<file path="config.mk">
export PLATFORM = sky130hd
export DESIGN_NAME = shift_rows_pipe
export DESIGN_NICKNAME = d
export VERILOG_FILES = /design/src/rtl/shift_rows_pipe.sv
export SDC_FILE = /design/constraint.sdc
export NUM_CORES = 1
export LEC_CHECK = 0
export ABC_AREA = 1
export BUFFER_PORTS_ARGS = -buffer_cell sky130_fd_sc_hd__buf_2
export CAP_MARGIN = 20
export CORE_UTILIZATION = 47
export DETAILED_ROUTE_END_ITERATION = 10
export PLACE_DENSITY_LB_ADDON = 0.15
export SLEW_MARGIN = 20
export SYNTH_ARGS = -nofsm -noshare
export SYNTH_HDL_FRONTEND = slang
export SYNTH_SLANG_ARGS = --single-unit
</file>
<file path="constraint.sdc">
create_clock -name clk -period 8.73 [get_ports clk]
set_clock_uncertainty 0.2 [all_clocks]
set_input_delay 1.746 -clock clk [delete_from_list [all_inputs] [get_ports clk]]
set_output_delay 1.746 -clock clk [all_outputs]
set_load 0.02 [all_outputs]
</file>
<file path="src/rtl/shift_rows_pipe.sv">
// Rijndael ShiftRows / InvShiftRows on an NB-column state behind a valid/ready pipeline stage.
// Optional macro SHIFT_ROWS_PIPE_SKID_EN adds a skid entry and makes in_ready a registered output.
module shift_rows_pipe #(
  parameter int NB = 4
) (
  input  logic              clk,
  input  logic              rst,
  input  logic              in_valid,
  output logic              in_ready,
  input  logic              in_inv,
  input  logic [0:32*NB-1]  state_in,
  output logic              out_valid,
  input  logic              out_ready,
  output logic [0:32*NB-1]  state_out,
  output logic              out_inv
);

  localparam int W = 32 * NB;

  if (!(NB == 4 || NB == 6 || NB == 8)) begin : g_bad_nb
    $error("shift_rows_pipe: NB must be 4, 6 or 8");
  end

  // Handshake: a transfer happens on a rising edge where in_valid && in_ready,
  // a delivery where out_valid && out_ready; valid never depends on ready.

  function automatic int row_off(input int r);
    if (r == 0)            return 0;
    else if (NB == 8 && r > 1) return r + 1;
    else                   return r;
  endfunction

  function automatic logic [0:W-1] shift_rows(input logic [0:W-1] s, input logic inv);
    logic [0:W-1] res;
    int           src;
    res = '0;
    for (int c = 0; c < NB; c++) begin
      for (int r = 0; r < 4; r++) begin
        src = inv ? ((c - row_off(r) + NB) % NB) : ((c + row_off(r)) % NB);
        res[8*(4*c+r) +: 8] = s[8*(4*src+r) +: 8];
      end
    end
    return res;
  endfunction

  logic [0:W-1] shifted;
  logic         accept;
  logic         out_free;
  logic         out_valid_q;
  logic         out_inv_q;
  logic [0:W-1] out_data_q;

  assign shifted  = shift_rows(state_in, in_inv);
  assign accept   = in_valid && in_ready;
  assign out_free = !out_valid_q || out_ready;

`ifdef SHIFT_ROWS_PIPE_SKID_EN
  logic         skid_valid_q;
  logic         skid_valid_d;
  logic         skid_inv_q;
  logic [0:W-1] skid_data_q;
  logic         in_ready_q;
  logic         load_out_skid;
  logic         load_out_in;
  logic         load_skid;

  // in_ready_q mirrors "skid empty", so accept is only ever true with the skid free.
  assign in_ready      = in_ready_q && !rst;
  assign load_out_skid = out_free && skid_valid_q;
  assign load_out_in   = out_free && !skid_valid_q && accept;
  assign load_skid     = !out_free && accept;

  always_comb begin
    skid_valid_d = skid_valid_q;
    if (load_out_skid)  skid_valid_d = 1'b0;
    else if (load_skid) skid_valid_d = 1'b1;
  end

  always_ff @(posedge clk) begin
    if (rst) begin
      out_valid_q  <= 1'b0;
      skid_valid_q <= 1'b0;
      in_ready_q   <= 1'b1;
    end else begin
      if (out_free) out_valid_q <= skid_valid_q || accept;
      skid_valid_q <= skid_valid_d;
      in_ready_q   <= !skid_valid_d;
    end
  end

  always_ff @(posedge clk) begin
    if (load_out_skid) begin
      out_data_q <= skid_data_q;
      out_inv_q  <= skid_inv_q;
    end else if (load_out_in) begin
      out_data_q <= shifted;
      out_inv_q  <= in_inv;
    end
    if (load_skid) begin
      skid_data_q <= shifted;
      skid_inv_q  <= in_inv;
    end
  end
`else
  assign in_ready = !rst && out_free;

  always_ff @(posedge clk) begin
    if (rst) out_valid_q <= 1'b0;
    else if (out_free) out_valid_q <= accept;
  end

  always_ff @(posedge clk) begin
    if (accept) begin
      out_data_q <= shifted;
      out_inv_q  <= in_inv;
    end
  end
`endif

  // Data registers are never reset; masking with the valid flag keeps outputs at 0 after reset.
  assign out_valid = out_valid_q;
  assign state_out = out_valid_q ? out_data_q : '0;
  assign out_inv   = out_valid_q && out_inv_q;

endmodule
</file>
==> results of run 1 <==
[logic make-up (layout without fill, tap and decap cells)]
logic type,count (synthesis),in the layout
flops,130,130
buf+inv,193,463
simple gates,196,196
compound gates,65,65
[per-layer routing]
layer  vias up  wire length [microns]
li1       2290                      -
met1      2029                   4940
met2       172                   6600
met3        24                    805
met4         0                    250
met5         -                      0
[registers in the layout (all words and copies together), names as in the netlist]
register    count
out_data_q    128
out_inv_q       1
out_valid       1
[worst min path at each step]
stage                    from         to  slack, ns
floorplan           out_valid  out_valid       0.54
global placement    out_valid  out_valid       1.05
detailed placement  out_valid  out_valid       1.07
CTS                 out_valid  out_valid       1.08
global route        out_valid  out_valid       1.21
finish              out_valid  out_valid       1.09
[report_power, final]
group	internal [mW]	leakage (nW)	switching [mW]
clock	0.447	0.281	0.257
combinational	0.0583	2.95	0.107
sequential	0.723	1.21	0.0111
total	1.23	4.45	0.375
[cells in the final DEF (no fill, tap or decap)]
cell type	count
a21oi_1	33
buf_2	262
buf_4	3
buf_6	1
bufinv_16	3
clkbuf_1	1
clkbuf_16	17
clkinv_1	2
clkinv_2	2
clkinv_4	4
clkinvlp_4	3
dfxtp_4	1
edfxtp_1	129
inv_1	165
nand2_1	163
nor2_1	32
nor2_4	1
o21ai_0	32
[critical path, stage by stage (launching register included)]
cell and delay [ns]:
dfxtp_4 0.67, buf_4 0.68, nand2_1 0.16, nand2_1 0.16, inv_1 0.05, buf_2 0.15
[final cells by class]
cell class	instances	area, sq um	share of cell area [%]
Timing Repair Buffer	266	1350	17.4
Inverter	165	619	8.03
Clock buffer	18	429	5.57
Clock inverter	14	165	2.14
Multi-Input combinational cell	261	1070	13.9
Tap cell	147	184	2.39
Sequential cell	130	3900	50.6
[stage by stage]
step	total power, mW	instance area [sq um]	setup WS (ns)	hold slack (ns)	utilization [%]
floorplan	0.849	5750	0.634	0.543	-
global placement	0.907	7110	4.50	1.05	59.4
detailed placement	0.914	7110	4.49	1.07	59.4
CTS	1.62	7700	4.40	1.08	64.4
global route	1.67	7710	4.19	1.21	64.4
finish	1.60	7710	4.42	1.09	64.4
==> flow_metrics.py, run 1 <==
metrics = {
    "power": {
        "power.density_nw_per_um2": 208,
        "total_leakage_power_nw": 4.45,
        "peakVddDrop_mv": 0.118,
    },
    "clock_tree": {
        "cts_made_buffers": 17,
        "holdBufCountCts": 0,
        "cts_htree_levels": 4,
        "postCtsSetupBuffers": 0,
        "clock_path_buffers": 2,
        "path_clk_slew_ns": 0.05,
        "clk-insertion-delay-late_ns": 0.40,
        "cts.sinks": 130,
        "cts_tree": "yes",
        "ctsResizeCount": 0,
        "ctsRootBufferMaster": "clkbuf_16",
    },
    "job": {
        "cap_violations": 0,
    },
    "sta": {
        "hold_viol": 0,
        "setup-tns-final_ns": 0,
        "fmax_mhz": 232,
        "slew-limit-headroom_pct": 41.2,
        "period_minus_slack_ns": 4.31,
        "min_period_over_period_pct": 49.3,
        "finalSetupViolations": 0,
        "slew_viol_final": 0,
        "worst_pin_slew_ns": 0.882,
        "rsz0062_at_grt": "no",
    },
    "synth": {
        "synth_compound_area_share_pct": 5.66,
        "netlist_top_cells_area": "edfxtp_1, inv_1, nand2_1",
        "muxShareOfSynthArea_pct": 0,
        "synth_flop_cell": "edfxtp_1",
        "synth_nets": 717,
        "synthAdderAreaFrac_pct": 0,
        "synth_cells": 584,
        "synth_seq_cells": 130,
        "synth_most_common_cell": "inv_1",
        "synth.avg_cell_area_sq_um": 9.84,
        "syn_area_sq_um": 5750,
        "ys_warn_count": 0,
        "synthSimpleGateAreaFrac_pct": 12.8,
        "synth_top_area_share_pct": 67.4,
        "synth_xor_area_share_pct": 0,
        "ys_top_cells_by_count": "inv_1, nand2_1, edfxtp_1, a21oi_1, nor2_1",
        "yosysTopAreaCell": "edfxtp_1",
        "synthArstFlopShare_pct": 0,
        "synth.distinct_cells": 9,
        "synth_top_family_by_area": "buffers and inverters",
        "synth_edf_count": 129,
        "ys_seq_area_share_pct": 67.8,
    },
    "final_layout": {
        "antenna_cells": 0,
        "fillers": 1005,
        "drive_gt1_share_pct": 34.8,
        "synthToLayoutAreaGrowth_pct": 34.1,
        "fin_cells": 1001,
        "fin_nets": 974,
    },
    "min_path": {
        "hold_class": "reg -> reg",
        "min_path_cells": 3,
    },
    "routing": {
        "num_vias": 4515,
        "antenna_left": 0,
        "routedWlPerCell_microns": 12.6,
        "drcViolationCount": 0,
        "drt-initial-drc-count": 272,
        "routed_via_density": 4.51,
        "drt_wl_total_microns": 12600,
        "drt_first_pass_iters": 5,
    },
    "global_route": {
        "grt_pass1_vias": 4268,
        "grt_pass1_wl_microns": 19900,
        "met2_usage_pct": 36.1,
        "grt_busiest_layer": "met2",
        "grt_max_degree": 130,
        "met1_usage_pct": 23.0,
        "grt_use_met3_pct": 5.29,
        "overflow": 0,
        "track_usage_pct": 20.3,
        "antenna_found_initial": 0,
    },
    "floorplan": {
        "dieWidth_microns": 113,
        "ios": 264,
        "dieArea_sq_um": 12700,
        "die_y_microns": 113,
        "fp-row-count": 40,
        "core-area_sq_um": 12000,
        "start_util_pct": 48.0,
    },
    "setup_path": {
        "critPathLaunch": "out_valid",
        "worstSetupStartpointType": "flop",
        "rrSetupSlack_ns": 5.28,
        "reg2regPathDepth": 6,
        "endpoint_kind": "output pin",
        "cp.arrival_ns": 2.36,
        "crit_type": "reg -> out",
        "critPathMaxFanout": 77,
        "worstSetupEndpoint": "in_ready",
        "r2r_end": "out_data_q[102]",
        "r2r_start": "out_valid",
        "critPathRequiredTime_ns": 6.78,
    },
    "place": {
        "dp.cells": 969,
        "dp_hpwl_microns": 8710,
        "io_buffers": 263,
        "gp_congestion": 0.742,
    },
    "run_status": {
        "outcome": "complete, no violations",
    },
}
Note: power is estimated with default switching activity, not from simulation.
==> run 2, diff against run 1 <==
- clock period: 8.73 -> 4.45 ns (I/O delays scaled with it)
==> run 2 against run 1 <==
Wire length shrank 4.3%. Clock power grew 82%. Die area is the same. Non-clock buffer count grew 4. Setup slack lost 3.1 ns. Sequential power grew 98%. Count of clock-buffer cells in the layout is the same.
==> flow_metrics.py, run 2 (synthesis results as in run 1) <==
metrics = {
    "floorplan": {
        "core-area_sq_um": 12000,
        "ios": 264,
        "dieArea_sq_um": 12700,
        "fp-row-count": 40,
        "dieWidth_microns": 113,
        "die_y_microns": 113,
        "start_util_pct": 48.0,
    },
    "global_route": {
        "track_usage_pct": 19.4,
        "grt_pass1_wl_microns": 18900,
        "antenna_found_initial": 0,
        "grt_max_degree": 130,
        "overflow": 0,
        "grt_pass1_vias": 4182,
    },
    "clock_tree": {
        "postCtsSetupBuffers": 0,
        "clock_path_buffers": 2,
        "cts_htree_levels": 4,
        "cts_tree": "yes",
        "cts.sinks": 130,
        "clk-insertion-delay-late_ns": 0.40,
        "path_clk_slew_ns": 0.05,
        "ctsRootBufferMaster": "clkbuf_16",
        "cts_made_buffers": 17,
        "ctsResizeCount": 0,
        "holdBufCountCts": 0,
    },
    "setup_path": {
        "cp.arrival_ns": 2.04,
        "crit_type": "reg -> out",
        "cp_slowest_cell": "dfxtp_4",
        "endpoint_kind": "output pin",
        "critPathMaxFanout": 86,
        "worstSetupStartpointType": "flop",
        "max_stage_delay_ns": 0.90,
        "reg2regPathDepth": 4,
        "critPathRequiredTime_ns": 3.36,
        "path_cells": "buf_4 -> nand2_1 -> inv_1 -> buf_2",
    },
    "final_layout": {
        "drive_gt1_share_pct": 34.8,
        "fin_cells": 1005,
        "final_common_cell": "buf_2",
        "fin_nets": 978,
        "synthToLayoutAreaGrowth_pct": 34.1,
        "final_util_pct": 64.4,
        "antenna_cells": 0,
        "largest_reg_flops": 128,
        "top_register": "out_data_q",
        "final_cell_mix": "buf_2, inv_1, nand2_1, edfxtp_1, a21oi_1",
    },
    "job": {
        "cap_violations": 0,
    },
    "run_status": {
        "outcome": "complete, no violations",
    },
    "sta": {
        "hold_viol": 0,
        "min_period_over_period_pct": 70.3,
        "finalSetupViolations": 0,
        "worst_pin_slew_ns": 0.888,
        "period_minus_slack_ns": 3.13,
        "slew_viol_final": 0,
        "slew-limit-headroom_pct": 40.7,
        "setup-tns-final_ns": 0,
        "rsz0062_at_grt": "no",
        "fmax_mhz": 319,
    },
    "routing": {
        "drt-initial-drc-count": 194,
        "num_vias": 4434,
        "routedWlPerCell_microns": 12.0,
        "drcViolationCount": 0,
        "drt_wl_total_microns": 12000,
        "routed_via_density": 4.41,
        "drt_first_pass_iters": 4,
        "antenna_left": 0,
    },
    "place": {
        "dp_hpwl_microns": 8650,
        "gp_congestion": 0.783,
        "io_buffers": 263,
        "dp.cells": 973,
    },
    "min_path": {
        "hold_class": "in -> reg",
        "min_path_cells": 2,
    },
    "power": {
        "total_leakage_power_nw": 4.46,
        "power.density_nw_per_um2": 395,
        "peakVddDrop_mv": 0.243,
        "power_mw": 3.05,
    },
}
==> run 2: cell types whose count changed in the layout (fill, tap and decap cells not counted) <==
cell        before  now
clkinv_4         4    1
buf_12           0    1
bufinv_16        3    2
clkinv_1         2    4
clkinv_2         2    6
buf_4            3    6
clkinvlp_4       3    1
==> run 2: power by group <==
group / internal, mW / switching (mW)
logic: 0.118 / 0.203
registers: 1.42 / 0.0269
clock network: 0.809 / 0.470
total: 2.35 / 0.700
==> run 2: worst paths after layout <==
kind         startpoint             to  slack (ns)
max           out_valid   state_out[6]        1.32
min                 rst      out_valid        0.45
max reg2reg   out_valid  out_data_q[9]        1.92
min reg2reg   out_valid      out_valid        0.70
==> run 2: cell type report <==
cell class / count / area, sq um
Clock inverter: 14 / 121
Clock buffer: 18 / 429
Timing Repair Buffer: 270 / 1390
Inverter: 165 / 619
Multi-Input combinational cell: 261 / 1070
Tap cell: 147 / 184
Sequential cell: 130 / 3900
Fill cell: 1013 / 4250
==> run 2: routing by layer <==
layer  track usage (%)  routed length (microns)  share of wire [%]  vias up
li1                  -                        -                  -     2294
met1              21.9                     4980                 41     1957
met2              33.5                     6020                 50      162
met3              5.83                      803                6.7       21
met4              9.78                      248                2.1        0
met5                 0                        0                  0        -
==> run 2: critical path: cells and delay by family, from the launching register on <==
family	cells	cell delay [ns]
buffers and inverters	3	0.60
flip-flops	1	0.90
AND/OR/NAND/NOR	1	0.10
==> run 2: through the flow <==
stage / hold slack, ns / setup slack (ns) / cell area [sq um]
global placement: 0.711 / 1.67 / 7150
detailed placement: 0.718 / 1.61 / 7150
CTS: 0.437 / 1.26 / 7700
floorplan: 0.543 / 0.858 / 5750
finish: 0.453 / 1.32 / 7710
global route: 0.440 / 1.15 / 7710
